$ cat config.mk
export PLATFORM = sky130hd
export DESIGN_NAME = disp_pix_unpack
export DESIGN_NICKNAME = d
export VERILOG_FILES = /design/src/rtl/disp_pix_unpack.sv
export SDC_FILE = /design/constraint.sdc
export NUM_CORES = 1
export LEC_CHECK = 0
export CAP_MARGIN = 25
export CORE_MARGIN = 2
export CORE_UTILIZATION = 39
export CTS_BUF_LIST = sky130_fd_sc_hd__clkbuf_8
export DETAILED_ROUTE_END_ITERATION = 6
export HOLD_SLACK_MARGIN = 0.03
export PLACE_DENSITY_LB_ADDON = 0.3
export SKIP_CTS_REPAIR_TIMING = 1
export SLEW_MARGIN = 20
export SYNTH_ARGS = -nofsm -noshare
export SYNTH_HDL_FRONTEND = slang
export SYNTH_SLANG_ARGS = --single-unit
$ cat constraint.sdc
create_clock -name disp_clk -period 2.45 [get_ports disp_clk]
set_input_delay 0.245 -clock disp_clk [delete_from_list [all_inputs] [get_ports disp_clk]]
set_output_delay 0.245 -clock disp_clk [all_outputs]
set_load 0.05 [all_outputs]
$ cat src/rtl/disp_pix_unpack.sv
// disp_pix_unpack
// ---------------
// Display-side pixel unpacker. Selects between an idle blank screen, two
// pattern-generator modes (colour bars, grey "busy" screen) and a camera mode
// that unpacks RATIO pixels from each word of a first-word-fall-through FIFO.
// Camera mode first aligns to a start-of-frame word. It then shows one pixel
// per href cycle. On a FIFO underrun it fills the rest of the frame with
// FILL_PIX and realigns at the next vertical sync.
//
// Ports:
//   disp_clk, disp_rst        clock, asynchronous active-high reset
//   disp_bars/busy/cam        asynchronous mode requests (synchronized here)
//   fifo_empty, fifo_rd_data  FWFT FIFO head; bit RATIO*PIX_W = sof, +1 = eof
//   fifo_rd_en                pop the head word
//   href, vsync_n             sync generator timing (vsync_n active low)
//   pat_data                  pattern generator pixel
//   sync_en                   sync generator enable
//   pat_grey, pat_bars        pattern selects
//   data                      display pixel
//   underrun, underrun_cnt    one-cycle underrun pulse, saturating count

module disp_pix_unpack #(
  parameter int               PIX_W    = 16,
  parameter int               RATIO    = 2,   // 2 or 4
  parameter logic [PIX_W-1:0] FILL_PIX = '0,
  parameter int               CNT_W    = 8
) (
  input  logic                   disp_clk,
  input  logic                   disp_rst,
  input  logic                   disp_bars,
  input  logic                   disp_busy,
  input  logic                   disp_cam,
  input  logic                   fifo_empty,
  input  logic [RATIO*PIX_W+1:0] fifo_rd_data,
  output logic                   fifo_rd_en,
  input  logic                   href,
  input  logic                   vsync_n,
  input  logic [PIX_W-1:0]       pat_data,
  output logic                   sync_en,
  output logic                   pat_grey,
  output logic                   pat_bars,
  output logic [PIX_W-1:0]       data,
  output logic                   underrun,
  output logic [CNT_W-1:0]       underrun_cnt
);

  localparam int WORD_W = RATIO * PIX_W;
  localparam int LANE_W = $clog2(RATIO);

  typedef enum logic [5:0] {
    IDLE  = 6'b000001,
    BARS  = 6'b000010,
    BUSY  = 6'b000100,
    ALIGN = 6'b001000,
    CAM   = 6'b010000,
    FILL  = 6'b100000
  } state_t;

  state_t             state_reg, state_next;
  logic [LANE_W-1:0]  lane_reg, lane_next;
  logic [CNT_W-1:0]   cnt_reg;
  logic               vsync_n_d1_reg;

  // Mode requests: bit 0 bars, bit 1 busy, bit 2 cam.
  logic [2:0] req_in;
  logic [2:0] req_sync;
  logic       bars_s, busy_s, cam_s;

  assign req_in = {disp_cam, disp_busy, disp_bars};

  genvar gi;
  generate
    for (gi = 0; gi < 3; gi++) begin : g_sync
      logic s1_reg, s2_reg;
      always_ff @(posedge disp_clk or posedge disp_rst) begin
        if (disp_rst) begin
          s1_reg <= 1'b0;
          s2_reg <= 1'b0;
        end else begin
          s1_reg <= req_in[gi];
          s2_reg <= s1_reg;
        end
      end
      assign req_sync[gi] = s2_reg;
    end
  endgenerate

  assign bars_s = req_sync[0];
  assign busy_s = req_sync[1];
  assign cam_s  = req_sync[2];

  // Falling edge of vsync_n marks the frame boundary. The register resets
  // high so that a low vsync_n right after reset still counts as an edge.
  logic vs_fe;
  always_ff @(posedge disp_clk or posedge disp_rst) begin
    if (disp_rst) vsync_n_d1_reg <= 1'b1;
    else          vsync_n_d1_reg <= vsync_n;
  end
  assign vs_fe = !vsync_n && vsync_n_d1_reg;

  // Head-word fields. eof is deliberately ignored: only sof realigns frames.
  logic sof;
  logic unused_eof;
  assign sof        = fifo_rd_data[WORD_W];
  assign unused_eof = fifo_rd_data[WORD_W+1];

  // Pixel lanes of the head word, lane 0 in the least significant bits.
  logic [PIX_W-1:0] lane_arr [RATIO];
  generate
    for (gi = 0; gi < RATIO; gi++) begin : g_lane
      assign lane_arr[gi] = fifo_rd_data[gi*PIX_W +: PIX_W];
    end
  endgenerate

  logic last_lane;
  assign last_lane = (lane_reg == LANE_W'(RATIO - 1));

  always_ff @(posedge disp_clk or posedge disp_rst) begin
    if (disp_rst) begin
      state_reg <= IDLE;
      lane_reg  <= '0;
    end else begin
      state_reg <= state_next;
      lane_reg  <= lane_next;
    end
  end

  always_comb begin
    state_next = state_reg;
    lane_next  = lane_reg;
    fifo_rd_en = 1'b0;
    sync_en    = 1'b0;
    pat_bars   = 1'b0;
    pat_grey   = 1'b0;
    data       = '0;
    underrun   = 1'b0;

    unique case (state_reg)
      IDLE: begin
        lane_next = '0;
        if (bars_s)      state_next = BARS;
        else if (busy_s) state_next = BUSY;
        else if (cam_s)  state_next = ALIGN;
      end

      BARS: begin
        sync_en  = 1'b1;
        pat_bars = 1'b1;
        data     = pat_data;
        if (!bars_s && vs_fe) state_next = IDLE;
      end

      BUSY: begin
        sync_en  = 1'b1;
        pat_grey = 1'b1;
        data     = pat_data;
        if (!busy_s && vs_fe) state_next = IDLE;
      end

      ALIGN: begin
        // Discard words until a start-of-frame word sits at the head; that
        // word is kept so CAM starts on its lane 0.
        sync_en    = 1'b1;
        lane_next  = '0;
        fifo_rd_en = !fifo_empty && !sof;
        if (!cam_s)                  state_next = IDLE;
        else if (!fifo_empty && sof) state_next = CAM;
      end

      CAM: begin
        sync_en = 1'b1;
        data    = lane_arr[lane_reg];
        if (href && !fifo_empty) begin
          lane_next  = last_lane ? '0 : lane_reg + 1'b1;
          fifo_rd_en = last_lane;
        end
        if (href && fifo_empty) data = FILL_PIX;
        // Leaving camera mode wins over an underrun in the same cycle.
        if (!cam_s && vs_fe) begin
          state_next = IDLE;
        end else if (href && fifo_empty) begin
          state_next = FILL;
          underrun   = 1'b1;
        end
      end

      FILL: begin
        sync_en = 1'b1;
        data    = FILL_PIX;
        if (vs_fe) state_next = cam_s ? ALIGN : IDLE;
      end

      default: state_next = IDLE;
    endcase
  end

  always_ff @(posedge disp_clk or posedge disp_rst) begin
    if (disp_rst)                     cnt_reg <= '0;
    else if (underrun && cnt_reg != '1) cnt_reg <= cnt_reg + 1'b1;
  end

  assign underrun_cnt = cnt_reg;

endmodule

==> flow_metrics.env <==
export IMPL_irDropWorstVdd_mv=0.5007
export IMPL_worstPathCellList="buf_4 -> nor4_1 -> nand3b_1 -> or4_1 -> nand2_2 -> nor3_2 -> buf_6"
export IMPL_hold_path_class="register to register"
export IMPL_worstPathMaxFanout=8
export IMPL_clockRootBuffer="clkbuf_8"
export IMPL_syn_cell_area_sq_mm=0.001478
export IMPL_yosysWarnings=0
export IMPL_cts_path_max_buffers=2
export IMPL_syn_mean_instance_area_sq_um=8.956
export IMPL_nFillCells=225
export IMPL_worst_setup_path_end_kind="output port"
export IMPL_port_buffers=85
export IMPL_cts_sinks=22
export IMPL_ant_nets=0
export IMPL_finalSetupViolCount=0
export IMPL_crit_type="register to output port"
export IMPL_post_synth_top_area_cell="dfrtp_1"
export IMPL_worst_slew_pin_slew_ns=0.7977
export IMPL_clkTransAtPathRegs_ns=0.07
export IMPL_grt_max_degree=23
export IMPL_antenna_found_initial=0
export IMPL_synthArstFlopShare_pct=100.0
export IMPL_r2r_end="underrun_cnt[3]"
export IMPL_synth_area_leaders="dfrtp_1 34%, mux2i_1 11%, o21ai_0 6.4%, nand2_1 5.8%, xor2_1 4.1%"
export IMPL_cts_htree_levels=1
export IMPL_r2r_start="state_reg[5]"
export IMPL_power_leakage_nw=1.248
export IMPL_hold_ws_ns=0.3522
export IMPL_vias_per_cell=5.474
export IMPL_ff2ff_path_depth=5
export IMPL_cp_arrival_ns=2.20
export IMPL_synth_nets=224
export IMPL_rsz0062_at_grt="true"
export IMPL_cts_buffers=3
export IMPL_diodes=0
export IMPL_final_util_pct=82.64
export IMPL_cp_start_kind="register"
export IMPL_vias=1757
export IMPL_grt_use_total_pct=24.10
export IMPL_power_total_mw=2.237
export IMPL_synth_cell_types=46
export IMPL_maxCapViolCount=0
export IMPL_ys_seq_elements=22
export IMPL_core_area_sq_mm=0.003661
export IMPL_initial_core_util_pct=40.36
export IMPL_relSlewSlack_pct=46.76
export IMPL_place_congestion=0.8489
export IMPL_hold_viol_final=0
export IMPL_setup_tns_ns=0
export IMPL_hp_start="g_sync[0].s1_reg"
export IMPL_hpwl_microns=3802
export IMPL_synth_edf_count=0
export IMPL_cts_tree="done"
export IMPL_drc=0
export IMPL_startpoint="state_reg[2]"
export IMPL_slew_violations=0
export IMPL_synth_ff_type="dfrtp_1"
export IMPL_cpMaxStageDelayCell="or4_1"
export IMPL_netlist_instances=165
export IMPL_min_period_over_period_pct=99.85
export IMPL_synth_top_area_share_pct=33.87
export IMPL_ios=87
export IMPL_synthToLayoutAreaGrowth_pct=104.7
export IMPL_crit_end="underrun"
export IMPL_die_h_microns=65.56
export IMPL_ff2ff_setup_slack_ns=0.21
export IMPL_wire_per_inst_microns=17.05
export IMPL_powerDensity_mw_per_mm2=739.4
export IMPL_first_global_vias=1664
export IMPL_dieArea_sq_mm=0.004297
export IMPL_grt_busiest_layer="met2"
export IMPL_largest_register_ff_count=8
export IMPL_die_w_microns=65.56
export IMPL_finClkSkew_ns=0.004695
export IMPL_gr_usage_met2_pct=43.49
export IMPL_fin_nets=333
export IMPL_min_period_ns=2.446
export IMPL_synth_commonest_cells="23 x nand2_1, 20 x dfrtp_1, 19 x o21ai_0, 16 x mux2i_1, 9 x nor3_1"
export IMPL_overflow=0
export IMPL_status="finished, final reports clean"
export IMPL_use_met1_pct=28.60
export IMPL_crit_required_ns=2.20
export IMPL_seq_area_frac_synth_pct=37.43
export IMPL_drt_pass1_iterations=5
export IMPL_insertion_delay_ns=0.27
export IMPL_grt_pass1_wl_microns=7969
export IMPL_wl_microns=5473
export IMPL_gr_usage_met3_pct=4.281
export IMPL_max_freq_mhz=408.8
export IMPL_yosys_cell_count_top_type="nand2_1"
export IMPL_drive_above_1_share_pct=31.14
export IMPL_drt_iter0_markers=69
export IMPL_rows=22
export IMPL_cp_slowest_stage_delay_ns=0.52
-- through the flow --
stage | setup WS [ns] | cells | instance area (sq um)
2_1_floorplan | -0.3294 | 165 | 1535
4_1_cts | -0.1416 | 312 | 2795
6_report | 0.003689 | 321 | 3025
5_1_grt | -0.06684 | 321 | 3025
3_3_place_gp | 0.08390 | 308 | 2740
3_5_place_dp | 0.02345 | 308 | 2740
-- worst max-delay path, delay by kind of cell (launching register included) --
family                 cells  cell delay [ns]
and+or+nand+nor            5             1.19
DFF                        1             0.40
buffers and inverters      2             0.33
-- cells in the final DEF (no fill, tap or decap), types with 2 or more instances in the layout --
master and instances:
clkdlybuf4s50_1 64, buf_6 3, buf_4 21, o21ai_0 5, o21ai_2 6, a31oi_1 4
nand2b_1 3, nand2_1 21, nand2_2 2, nand3b_1 2, nor3_2 2, xor2_1 7
o21ai_4 7, buf_12 19, dfrtp_1 19, o21ai_1 2, a21oi_1 3, clkbuf_8 4
nor4_4 2, nor2_1 5, and2_1 2, nor3_1 7, inv_1 4, nand4_1 3
mux2i_1 16, dfstp_2 2, nand3_1 5
-- how the worst min path moves through the flow --
stage,to,depth (start not counted),slack [ns]
6_report,bars_s,0,0.35
3_5_place_dp,bars_s,0,0.34
4_1_cts,bars_s,0,0.35
3_3_place_gp,cam_s,0,0.34
5_1_grt,bars_s,0,0.37
2_1_floorplan,bars_s,1,0.23
-- where the power goes --
part	internal, mW	switching (mW)
combinational	0.741	0.782
sequential	0.408	0.0424
clock	0.144	0.120
-- kinds of logic after synthesis --
group | after synthesis | synth area share, %
mux | 17 | 11.60
simple gates | 66 | 24.64
compound gates | 41 | 18.46
flops | 22 | 37.43
fa+ha+maj | 1 | 0.8466
buf+inv | 11 | 2.879
xor+xnor | 7 | 4.149
-- per-layer routing --
layer	up-vias	share of wire, %
met5	-	0
met4	0	1.8
met1	819	40
li1	830	-
met2	95	51
met3	13	7.9
-- layout make-up --
type | instances | area (sq um) | area share [%]
Inverter | 5 | 18.77 | 0.6203
Clock buffer | 4 | 55.05 | 1.820
Multi-Input combinational cell | 133 | 1067 | 35.28
Timing Repair Buffer | 109 | 1270 | 41.98
Tap cell | 48 | 60.06 | 1.985
Sequential cell | 22 | 554.3 | 18.32
(Power assumes the default switching activity.)
